[src/rtl/hs_src_ctrl.sv]
// hs_src_ctrl: source side of a 4-phase req/ack handshake for multi-bit clock-domain crossings.
// A word accepted from a valid/ready producer is held on data_o for the whole transaction while
// req_o is sequenced against an ack_i from the destination domain. ack_i is resynchronized
// through a DEPTH-stage flip-flop chain, and only the synchronized copy drives the FSM.
//
// Ports:
//   clk_i    in   1      clock
//   rst_i    in   1      synchronous, active-high reset
//   valid_i  in   1      producer has a word on data_i
//   data_i   in   WIDTH  word to transfer
//   ready_o  out  1      controller can accept a word (IDLE and not in reset)
//   data_o   out  WIDTH  held word, stable while req_o is high or while releasing
//   req_o    out  1      handshake request to the destination
//   ack_i    in   1      asynchronous acknowledge from the destination
//   done_o   out  1      one-cycle pulse on normal completion
//   err_o    out  1      one-cycle pulse when a transfer is aborted by timeout
module hs_src_ctrl #(
    parameter int unsigned WIDTH   = 8,
    parameter int unsigned DEPTH   = 2,
    parameter int unsigned TIMEOUT = 1024
) (
    input  logic             clk_i,
    input  logic             rst_i,
    input  logic             valid_i,
    input  logic [WIDTH-1:0] data_i,
    output logic             ready_o,
    output logic [WIDTH-1:0] data_o,
    output logic             req_o,
    input  logic             ack_i,
    output logic             done_o,
    output logic             err_o
);

    localparam int unsigned CntW = (TIMEOUT == 0) ? 1 : $clog2(TIMEOUT + 1);
    localparam logic [CntW-1:0] CntMax  = '1;
    // Only meaningful when the timeout is enabled.
    localparam logic [CntW-1:0] CntLast = CntW'(TIMEOUT - 1);

    typedef enum logic [1:0] {StIdle, StReq, StRel} state_e;

    state_e           state_q, state_d;
    logic             req_q, req_d;
    logic [WIDTH-1:0] data_q, data_d;
    logic             done_q, done_d;
    logic             err_q, err_d;
    logic             abort_q, abort_d;
    logic [CntW-1:0]  cnt_q, cnt_d;
    logic [DEPTH-1:0] ack_sync_q;
    logic             ack_s;

    // Bit 0 is the first stage; the FSM only ever sees the last stage.
    always_ff @(posedge clk_i) begin
        if (rst_i) begin
            ack_sync_q <= '0;
        end else begin
            ack_sync_q <= {ack_sync_q[DEPTH-2:0], ack_i};
        end
    end

    assign ack_s = ack_sync_q[DEPTH-1];

    // State register.
    always_ff @(posedge clk_i) begin
        if (rst_i) begin
            state_q <= StIdle;
            req_q   <= 1'b0;
            data_q  <= '0;
            done_q  <= 1'b0;
            err_q   <= 1'b0;
            abort_q <= 1'b0;
            cnt_q   <= '0;
        end else begin
            state_q <= state_d;
            req_q   <= req_d;
            data_q  <= data_d;
            done_q  <= done_d;
            err_q   <= err_d;
            abort_q <= abort_d;
            cnt_q   <= cnt_d;
        end
    end

    // Next-state logic.
    always_comb begin
        state_d = state_q;
        req_d   = req_q;
        data_d  = data_q;
        done_d  = 1'b0;
        err_d   = 1'b0;
        abort_d = abort_q;
        cnt_d   = cnt_q;
        unique case (state_q)
            StIdle: begin
                // ack_s is deliberately ignored here: stray acks in IDLE have no effect.
                if (valid_i) begin
                    data_d  = data_i;
                    req_d   = 1'b1;
                    cnt_d   = '0;
                    state_d = StReq;
                end
            end
            StReq: begin
                if (cnt_q != CntMax) begin
                    cnt_d = cnt_q + CntW'(1);
                end
                // Ack takes priority over a timeout landing on the same edge.
                if (ack_s) begin
                    req_d   = 1'b0;
                    abort_d = 1'b0;
                    state_d = StRel;
                end else if ((TIMEOUT != 0) && (cnt_q == CntLast)) begin
                    req_d   = 1'b0;
                    err_d   = 1'b1;
                    abort_d = 1'b1;
                    state_d = StRel;
                end
            end
            StRel: begin
                // Wait for the ack line to drop even after an abort so a late ack is drained.
                if (!ack_s) begin
                    done_d  = ~abort_q;
                    state_d = StIdle;
                end
            end
            default: begin
                state_d = StIdle;
            end
        endcase
    end

    // Outputs.
    always_comb begin
        ready_o = (state_q == StIdle) && !rst_i;
    end

    assign data_o = data_q;
    assign req_o  = req_q;
    assign done_o = done_q;
    assign err_o  = err_q;

endmodule

[config.mk]
export PLATFORM = sky130hd
export DESIGN_NAME = hs_src_ctrl
export DESIGN_NICKNAME = d
export VERILOG_FILES = /design/src/rtl/hs_src_ctrl.sv
export SDC_FILE = /design/constraint.sdc
export NUM_CORES = 1
export LEC_CHECK = 0
export ABC_AREA = 1
export BUFFER_PORTS_ARGS = -buffer_cell sky130_fd_sc_hd__buf_2
export CAP_MARGIN = 25
export CORE_MARGIN = 1.5
export CORE_UTILIZATION = 52
export CTS_CLUSTER_DIAMETER = 50
export CTS_CLUSTER_SIZE = 30
export DETAILED_ROUTE_END_ITERATION = 10
export PLACE_DENSITY_LB_ADDON = 0.08
export SLEW_MARGIN = 30
export SYNTH_ARGS = -nofsm -noshare
export SYNTH_HDL_FRONTEND = slang
export SYNTH_SLANG_ARGS = --single-unit
[constraint.sdc]
create_clock -name clk_i -period 1.5 [get_ports clk_i]
set_input_delay 0.3 -clock clk_i [delete_from_list [all_inputs] [get_ports clk_i]]
set_output_delay 0.3 -clock clk_i [all_outputs]
set_load 0.005 [all_outputs]
# [Word-level counts from Yosys, hierarchy flattened]
# Cells that the tools add are included.
[totals] output_inout_bits=12 elab_cells=47 reg_bits=27 inputBits=12
[op_classes] bitwise_logic=3 n_eq_ne=8 addsub=1 reduce_logical=12 muxes=15
[ops] cell="$mux W11" count=2
[ops] cell="$pmux W11 S2" count=1
[ops] cell="$add A11 B1 Y11 const B" count=1
[ops] cell="$eq A11 B10 Y1 const B" count=1
[ops] cell="$ne A11 B11 Y1 const B" count=1
[ops] cell="$reduce_and A3 Y1" count=3
[ops] cell="$mux W2" count=4
[ops] cell="$mux W1" count=6
[ops] cell="$ne A2 B2 Y1 const B" count=3
[ops] cell="$pmux W2 S3" count=1
[ops] cell="$reduce_or A3 Y1" count=2
[ops] cell="$reduce_and A2 Y1" count=2
[ops] cell="$reduce_bool A2 Y1" count=2
[ops] cell="$ne A3 B3 Y1 const B" count=1
[ops] cell="$not A1 Y1" count=3
[ops] cell="$eq A2 B1 Y1 const B" count=1
[ops] cell="$eq A2 B2 Y1 const B" count=1
[ops] cell="$logic_not A2 Y1" count=1
[ops] cell="$pmux W1 S2" count=1
[ops] cell="$logic_and A1 B1 Y1" count=1
[ops] cell="$logic_not A1 Y1" count=1

# [Depth between registers and ports, before layout]
# Gate-level depths: netlist of run 1.
[depth] word_depth=4 ltp_mapped=10

# [Worst setup path before layout of run 1]
# Ideal clock, no wire load.
[synth_timing] kind="flip-flop to flip-flop" from="register cnt_q[0]" to="register cnt_q[0]" slack_ns=0.087 path_stages_with_launch=10 arrival_time_ns=1.292 n_path_buf=1 synth_period_minus_slack_ns=1.413 path_cell_list="dfxtp_1 ha_1 nand2_2 nor2_4 nand3_2 nand2_2 buf_6 inv_1 o21ai_1 a21oi_1"
[synth_between] elab_chain_len=3 word_cells_on_any_way=6 cone_classes="add/sub (1); eq/ne (2); mux (2); reduce/logical (1)"
[synth_rtl] element="from (decl)" line="47" text="logic [CntW-1:0] cnt_q, cnt_d;"
[synth_rtl] element="from (signal assigned)" line="79" text="cnt_q <= cnt_d;"
[synth_rtl] element="$add A11 B1 Y11 or $ne A11 B11 Y1 (tied branches)" line="104, 103"
[synth_rtl] element="$mux W11 or $ne A2 B2 Y1 (tied branches)"
[synth_rtl] element="$pmux W11 S2 or $reduce_and A3 Y1 (tied branches)"
# Parallel ways exist; a longest one is shown, timed or not. The select of a mux whose other input is x is not followed.
# A chain may end at the register's enable or synchronous reset.

# [Worst setup path in the final report of run 1]
[layout_timing] from="register cnt_q[0]" to="register cnt_q[9]"
# Same word-level chain as after synthesis.

==> metrics.txt, run 1 <==
final hold viol count 0; vias per std cell 5.041; largest net degree at the start of global routing 17; number of nets in the layout 208; initial DRC count 36; Power per Cell Area 882.5 nW/um2; area growth from synthesis to layout 18.17%; # IOs 24; CTS Root Cell clkbuf_4; clk slew on worst S/H paths 0.15 ns; worst relative slew slack 80.27%; most common cell in the synthesized netlist nor2_1; synth top area cells dfxtp_1 (45%), nor2_1 (10%), nand3_1 (7.6%), nand2_1 (7.2%), a21oi_1 (5.9%); first-pass GRT wire length 4029 um; Post-Syn Nets 178; CTS buffer count 3; Mapped Cells 165; post-synthesis sequential area ratio 45.38%; Post-synth EDFFs 0; via count 1119; status finished, final reports clean; most frequent cells after synthesis nor2_1 (32), dfxtp_1 (27), nand2_1 (23); P_leak 0.6015 nW; fillers 218; placer congestion estimate 0.8107; Die Y 50.86 um; TritonCTS clock tree built; setup_tns 0 ns; Req. time, crit path 1.73 ns; Max Slew Vio Count 0; met1 Usage GRT 26.92%; Hold/Removal Path Class primary input to flop; drt pass-1 iters 5; fmax 708.1 MHz; final wirelength 2502 um; ys flop type dfxtp_1; clk_lat worst skew 0.32 ns; Yosys reg bits 27; startpoint types flop; top cell type's share of synthesized area 45.38%; Clock Skew 0.005681 ns; fin util 64.25%; share of post-route cells with drive strength above 1 23.71%; CTS Buffer Depth 2; clk sinks 27; global route total overflow 0; Worst-Margin Slew 0.2956 ns; max_cap viols 0; Crit Path Max Fanout 7; Core Rows 17; setup repair after global routing missed its margin false; Post-synth ARST share 0%; Routed Antenna Nets 0; Arr. time, crit path 1.65 ns; Die Span X 50.86 um; Core Region 2191 um2; fin crit share 94.16%; Synth cell types 22; htree depth 1; IO buf count 23; ant diodes 0; Yosys warnings 0; post-synth top area cell dfxtp_1; Hold WS 0.1708 ns; met3 Use GR 3.509%; hold-fix buffers at CTS 0; minimum clock period 1.412 ns; synthesized area 1191 um2; initial antenna violation count 0; maximum VDD drop 0.6980 mV; GR Util met2 34.87%; Finish-stage setup viols 0; layer with the highest usage met2; gr usage total 20.48%; Initial Utilization 54.37%; flop-to-flop setup slack 0.09 ns; Residual DRC 0; routed length per instance 11.27 um; hpwl dp 1887 um; CP Capture Type flop; synthesized area per cell 7.219 um2; Die Area 2587 um2; CP Class flop to flop; vias in the first global route 936
[flip-flops by register name, indices dropped and copies added (netlist names)]
| register | cells |
|---|---|
| done_o | 1 |
| ack_sync_q | 2 |
| req_o | 1 |
| err_o | 1 |
| state_q | 2 |
| cnt_q | 11 |
| data_o | 8 |
| abort_q | 1 |
[per-stage QoR]
step / power, W / instance area, um2 / instances / worst slack (ns)
2_1_floorplan: 0.0008744 / 1191 / 165 / 0.08737
3_3_place_gp: 0.0009318 / 1368 / 218 / 0.1606
3_5_place_dp: 0.0009359 / 1368 / 218 / 0.07330
4_1_cts: 0.001248 / 1398 / 222 / 0.03998
5_1_grt: 0.001312 / 1408 / 222 / 0.001938
6_report: 0.001242 / 1408 / 222 / 0.08767
[path summary, 6_finish.rpt]
| kind | from | to | cells after the start |
|---|---|---|---|
| max | cnt_q[0] | cnt_q[9] | 10 |
| min | ack_i | ack_sync_q[0] | 3 |
| max reg2reg | cnt_q[0] | cnt_q[9] | 10 |
| min reg2reg | ack_sync_q[0] | ack_sync_q[1] | 2 |
[final cells by class]
type / instances / area [um2] / share of cell area [%]
clock buffers: 3 / 22.52 / 1.600
clock inverters: 1 / 7.507 / 0.5333
inverters: 16 / 60.06 / 4.267
multi-input cells: 117 / 571.8 / 40.62
flip-flops and latches: 27 / 543.0 / 38.58
well taps: 28 / 35.03 / 2.489
repair buffers: 30 / 167.7 / 11.91
[repair_timing]
item | in CTS | in global routing
buffers inserted | 0 | 0
endpoints found under the setup margin | 0 | 11
gates resized for setup | 0 | 4
[critical path, cell delays in order, from the launching register on]
cell and delay (ns):
dfxtp_2 0.38, ha_2 0.19, nand2_2 0.07, nor2_4 0.10, nand3_2 0.10, nand2_4 0.10, nand2_2 0.11, nand2_1 0.11
nand2_1 0.05, nand2_1 0.05, nor2_1 0.04
[metal layers]
layer | wire length, um | share of wire, %
met5 | 0 | 0
met2 | 1225 | 49
met3 | 96 | 3.8
met1 | 1162 | 46
met4 | 17 | 0.68
[kinds of logic (layout without fill, tap and decap cells)]
logic type                 count (synthesis)  in the layout  share of synthesized area, %
AOI/OAI and AO/OA                         26             26                         11.13
xor gates and xnor gates                   2              2                         1.471
adders and majority gates                  1              1                         1.050
buffers and inverters                     21             50                         7.247
DFF                                       27             27                         45.38
and+or+nand+nor                           88             88                         33.72
[where the power goes]
group          leakage, nW  internal, W  switching (W)
clock network       0.0139     0.000102       0.000218
registers            0.221     0.000749      0.0000166
logic                0.366    0.0000635      0.0000938
total                0.601     0.000914       0.000328
[layout by cell type (no fill, tap or decap), types with 3 or more instances in the layout]
cell      instances
clkbuf_4          3
nand3_1          18
dfxtp_1          25
nand2_2           3
nor2_1           32
inv_1            15
o21ai_0          10
buf_2            23
buf_4             7
nor3_1            3
a21oi_1          14
nand2_1          23
Power figures use the tool's default switching activity.
==> inputs of run 2 (changes only) <==
- CORE_UTILIZATION: 52 -> 56
- CTS_BUF_LIST: not set -> sky130_fd_sc_hd__clkbuf_4
==> run 2 against run 1 <==
  * Clock power grew 2%
  * Combinational power about the same
  * Sequential power about the same
  * Cell area increased by 0.80%
  * Wire length rose by 2.0%
  * Fmax grew 2.2%
  * Die area down 6.7%
  * Final cell count grew 0.45%
  * Clock-buffer cell count rose by 1
  * Critical path depth fell by 8
==> metrics.txt, run 2 (same netlist as run 1, synthesis figures left out) <==
fin util 71.59% (+7.3 points); Residual DRC 0 (unchanged); Core Region 1982 um2 (-9.5%); drt pass-1 iters 5 (unchanged); final hold viol count 0 (unchanged); CTS Root Cell clkbuf_4; commonest non-fill, non-tap cells in the layout nor2_1 (32), dfxtp_1 (25), nand2_1 (23), buf_2 (23), nand3_1 (18); Max Slew Vio Count 0 (unchanged); Power per Cell Area 882.0 nW/um2 (about the same); minimum clock period 1.382 ns (-0.03029 ns); ant diodes 0 (unchanged); placer congestion estimate 0.9046 (+12%); TritonCTS clock tree built; Finish-stage setup viols 0 (unchanged); first-pass GRT wire length 4298 um (+6.7%); clk sinks 27 (unchanged); gr usage total 22.43% (+2.0 points); hpwl dp 1824 um (-3.3%); Pwr Total 0.001251 W (+0.74%); clk slew on worst S/H paths 0.14 ns (about the same); layer with the highest usage met2; area growth from synthesis to layout 19.12%; via count 1153 (+3.0%); vias per std cell 5.170 (+2.6%); # IOs 24 (unchanged); worst relative slew slack 76.70% (-3.6 points); max FFs per register 11 (unchanged); Core Rows 16 (-1); initial DRC count 43 (+19%); Reg with most FFs cnt_q; Initial Utilization 60.10% (+5.7 points); global route total overflow 0 (unchanged); Routed Antenna Nets 0 (unchanged); Worst-Margin Slew 0.3483 ns (+0.05266 ns); Crit Path Max Fanout 4 (-3); met1 Usage GRT 27.02% (+0.11 points); max_cap viols 0 (unchanged); final wirelength 2552 um (+2.0%); clk_lat worst skew 0.31 ns (about the same); P_leak 0.6187 nW (+2.9%); fin crit share 92.14% (-2.0 points); number of nets in the layout 210 (+0.96%); vias in the first global route 1079 (+15%); most common library cell in the layout ignoring fill and taps nor2_1; IO buf count 23 (unchanged); Hold/Removal Path Class primary input to flop; maximum VDD drop 0.7920 mV (+13%); Logic pwr share 12.8% (about the same); Post-Place Setup Slack 0.08337 ns (+0.01008 ns); setup_tns 0 ns (unchanged); setup slack after layout 0.1180 ns (+0.03029 ns); htree depth 1 (unchanged); CP Class flop to primary output; CTS Buffer Depth 2 (unchanged); Req. time, crit path 1.20 ns (-0.53 ns); share of post-route cells with drive strength above 1 23.98% (+0.27 points); Die Span X 49.12 um (-3.4%); setup repair after global routing missed its margin false; Hold WS 0.1853 ns (+0.01450 ns); Clock Skew 0.001623 ns (-0.004058 ns); initial antenna violation count 0 (unchanged); CTS buffer count 3 (unchanged); Clock power frac 26.0% (+0.3 points); Pint 0.0009340 W (+2.2%); status finished, final reports clean; fraction of power spent switching nets 25.37% (-1.1 points); routed length per instance 11.44 um (+1.5%); Arr. time, crit path 1.08 ns (-0.57 ns); GR Util met2 40.77% (+5.9 points); largest net degree at the start of global routing 20 (+3); Die Y 49.12 um (-3.4%); startpoint types flop; P_sw 0.0003174 W (-3.3%); met3 Use GR 4.294% (+0.79 points); Die Area 2413 um2 (-6.7%); CP Capture Type primary output; fmax 723.6 MHz (+2.2%); Sequential Power Share 61.2% (-0.4 points)
## run 2: changes by cell type in the layout (fill, tap and decap cells not counted)
cell,before,now
buf_4,7,9
clkbuf_4,3,4
clkinvlp_4,1,0
ha_1,0,1
ha_2,1,0
## run 2: final cells by class
cell class / instances / area, um2
fill: 158 / 563.0
inverter: 16 / 60.06
clock buffer: 4 / 30.03
multi-input combinational: 117 / 569.3
tap: 27 / 33.78
sequential: 27 / 543.0
timing repair buffer: 32 / 182.7
## run 2: worst paths after layout
kind / startpoint / endpoint / slack (ns) / cells after the start
setup / recovery: state_q[1] / ready_o / 0.12 / 2
hold / removal: ack_i / ack_sync_q[0] / 0.19 / 3
setup reg to reg: cnt_q[0] / err_o / 0.13 / 7
hold reg to reg: ack_sync_q[0] / ack_sync_q[1] / 0.42 / 2
## run 2: routing by layer
layer	part of all wire, %	vias up
li1	-	594
met1	45	527
met2	50	32
met3	4.7	0
met4	0	0
met5	0	-
## run 2: worst max-delay path, stage by stage (launching register included)
cell and delay, ns:
dfxtp_1 0.38, nor3_1 0.24, buf_2 0.15
## run 2: power groups by stage
| stage | Combinational [W] | Clock, W | Sequential [W] |
|---|---|---|---|
| floorplan | 0.0000930 | 0 | 0.000781 |
| global placement | 0.000150 | 0 | 0.000779 |
| detailed placement | 0.000156 | 0 | 0.000780 |
| CTS | 0.000157 | 0.000336 | 0.000764 |
| global route | 0.000180 | 0.000361 | 0.000770 |
| finish | 0.000160 | 0.000325 | 0.000766 |
## run 2: metrics by stage
step,cells,instance area [um2]
floorplan,165,1191
global placement,218,1374
detailed placement,218,1374
CTS,222,1404
global route,223,1419
finish,223,1419
## run 2: repair_timing
item                       4_1_cts  5_1_grt
setup buffers                    0        1
resized for setup                0        3
setup endpoints to repair        0        9
hold buffers                     0        0
==> inputs of run 3 (changes only) <==
- clock period: 1.5 -> 1.4 ns (I/O delays scaled with it)
==> run 3 against run 2 <==
  * Critical path depth is 6 higher
  * Via count is 5.8% higher
  * Register-to-register slack worse by 0.11 ns
==> metrics.txt, run 3 (same netlist as run 1, synthesis figures left out) <==
routed length per instance 12.47 um (+9.0%); Power per Cell Area 907.8 nW/um2 (+2.9%); # IOs 24 (unchanged); multi-input combinational cell area 601.8 um2 (+5.7%); Reg with most FFs cnt_q; first-pass GRT wire length 4581 um (+6.6%); Core Region 1982 um2 (unchanged); hold-fix buffers at CTS 0 (unchanged); share of post-route cells with drive strength above 1 28.86% (+4.9 points); commonest non-fill, non-tap cells in the layout nor2_1 (31), dfxtp_1 (24), buf_2 (23), nand2_1 (22), nand3_1 (17); initial antenna violation count 0 (unchanged); maximum VDD drop 0.8035 mV (+1.5%); vias in the first global route 1183 (+9.6%); Logic pwr share 13.8% (+1.0 points); IO buf count 23 (unchanged); Clock power frac 25.9% (about the same); Req. time, crit path 1.65 ns (+0.45 ns); most common library cell in the layout ignoring fill and taps nor2_1; CTS Root Cell clkbuf_4; final hold viol count 0 (unchanged); via count 1220 (+5.8%); most frequent CP cell nand2_4; Die Area 2413 um2 (unchanged); hpwl dp 2029 um (+11%); fin util 75.51% (+3.9 points); CP Class flop to flop; setup repair after global routing missed its margin true; Routed Antenna Nets 0 (unchanged); fin crit share 98.80%; Pint 0.001011 W (+8.2%); final wirelength 2843 um (+11%); fillers 154 (-2.5%); Residual DRC 0 (unchanged); cell family with most CP delay simple AND/OR/NAND/NOR gates; Worst-Margin Slew 0.3060 ns (-0.04224 ns); clk slew on worst S/H paths 0.14 ns (about the same); max_cap viols 0 (unchanged); drt pass-1 iters 6 (+1); TritonCTS clock tree built; P_leak 0.6591 nW (+6.5%); vias per std cell 5.351 (+3.5%); startpoint types flop; Die Y 49.12 um (unchanged); gr usage total 24.43% (+2.0 points); global route total overflow 0 (unchanged); worst relative slew slack 79.60% (+2.9 points); Core Rows 16 (unchanged); clk_lat worst skew 0.32 ns (about the same); fmax 723.0 MHz; largest net degree at the start of global routing 17 (-15%); htree depth 1 (unchanged); minimum clock period 1.383 ns; number of nets in the layout 215 (+2.4%); Storage cell area 546.8 um2 (+0.69%); CTS buffer count 3 (unchanged); Clock Skew 0.005542 ns (+0.003919 ns); Worst path slowest cell dfxtp_4; CTS Buffer Depth 2 (unchanged); Max Slew Vio Count 0 (unchanged); WP buf/inv 1 (unchanged); CP Capture Type flop; max FFs per register 11 (unchanged); placer congestion estimate 0.8828 (-2.4%); Hold/Removal Path Class primary input to flop; P_sw 0.0003476 W (+9.5%); Sequential Power Share 60.3% (-0.9 points); cell area after layout 1496 um2 (+5.5%); status finished, final reports clean; initial DRC count 35 (-19%); ant diodes 0 (unchanged); Finish-stage setup viols 0 (unchanged); Post-DP Area 1406 um2 (+2.4%); Crit Path Max Fanout 6 (+2); Initial Utilization 60.10% (unchanged); area growth from synthesis to layout 25.63%; worst path cell trace ha_4 > nand2_4 > nor2_4 > nand3_2 > nand2_4 > buf_4 > nand3_1 > a21oi_1; CP peak stage delay 0.39 ns (about the same); clk sinks 27 (unchanged); Arr. time, crit path 1.63 ns (+0.55 ns); Die Span X 49.12 um (unchanged); fraction of power spent switching nets 25.59% (+0.22 points)
-- run 3: path summary, 6_finish.rpt --
path         cells past startpoint           from  slack, ns            end
max reg2reg                      8       cnt_q[1]       0.02      cnt_q[10]
max                              8       cnt_q[1]       0.02      cnt_q[10]
min                              3          ack_i       0.16  ack_sync_q[0]
min reg2reg                      2  ack_sync_q[0]       0.42  ack_sync_q[1]
-- run 3: worst reg2reg max path, cell delays in order, from the launching register on --
cell and delay (ns):
dfxtp_4 0.39, ha_4 0.14, nand2_4 0.06, nor2_4 0.14, nand3_2 0.11, nand2_4 0.10
buf_4 0.12, nand3_1 0.07, a21oi_1 0.20
-- run 3: repair_timing --
item,4_1_cts,5_1_grt
gates resized for setup,1,12
pin swaps,2,3
setup buffers,0,2
setup endpoints to repair,1,12
endpoints found under the hold margin,0,0
-- run 3: layout make-up --
| cell class | count | share of cell area [%] |
|---|---|---|
| inverters | 16 | 4.013 |
| clock buffers | 4 | 2.007 |
| well taps | 27 | 2.258 |
| repair buffers | 37 | 14.97 |
| multi-input cells | 117 | 40.22 |
| flip-flops and latches | 27 | 36.54 |
-- run 3: routing by layer --
| metal | up-vias | GRT usage (%) | part of all wire (%) |
|---|---|---|---|
| met3 | 9 | 5.215 | 4.8 |
| met4 | 0 | 14.76 | 2.5 |
| met1 | 559 | 27.11 | 42 |
| li1 | 609 | - | - |
| met5 | - | 0 | 0 |
| met2 | 43 | 42.34 | 51 |
-- run 3: through the flow --
| step | setup slack [ns] | instances | hold WS, ns | setup TNS [ns] | total power [W] |
|---|---|---|---|---|---|
| CTS | 0.0007351 | 226 | 0.1521 | 0 | 0.001358 |
| global placement | 0.09161 | 222 | 0.3916 | 0 | 0.001009 |
| global route | -0.1028 | 228 | 0.1484 | -0.2711 | 0.001420 |
| detailed placement | 0.02232 | 222 | 0.4003 | 0 | 0.001017 |
| floorplan | 0.01596 | 165 | 0.3870 | 0 | 0.0009372 |
| finish | 0.01678 | 228 | 0.1563 | 0 | 0.001358 |
-- run 3: power groups by stage --
stage	combinational (W)	clock, W	sequential, W
6_report	0.000188	0.000351	0.000820
2_1_floorplan	0.0000998	0	0.000837
5_1_grt	0.000211	0.000385	0.000824
4_1_cts	0.000183	0.000357	0.000818
3_5_place_dp	0.000182	0	0.000835
3_3_place_gp	0.000176	0	0.000833
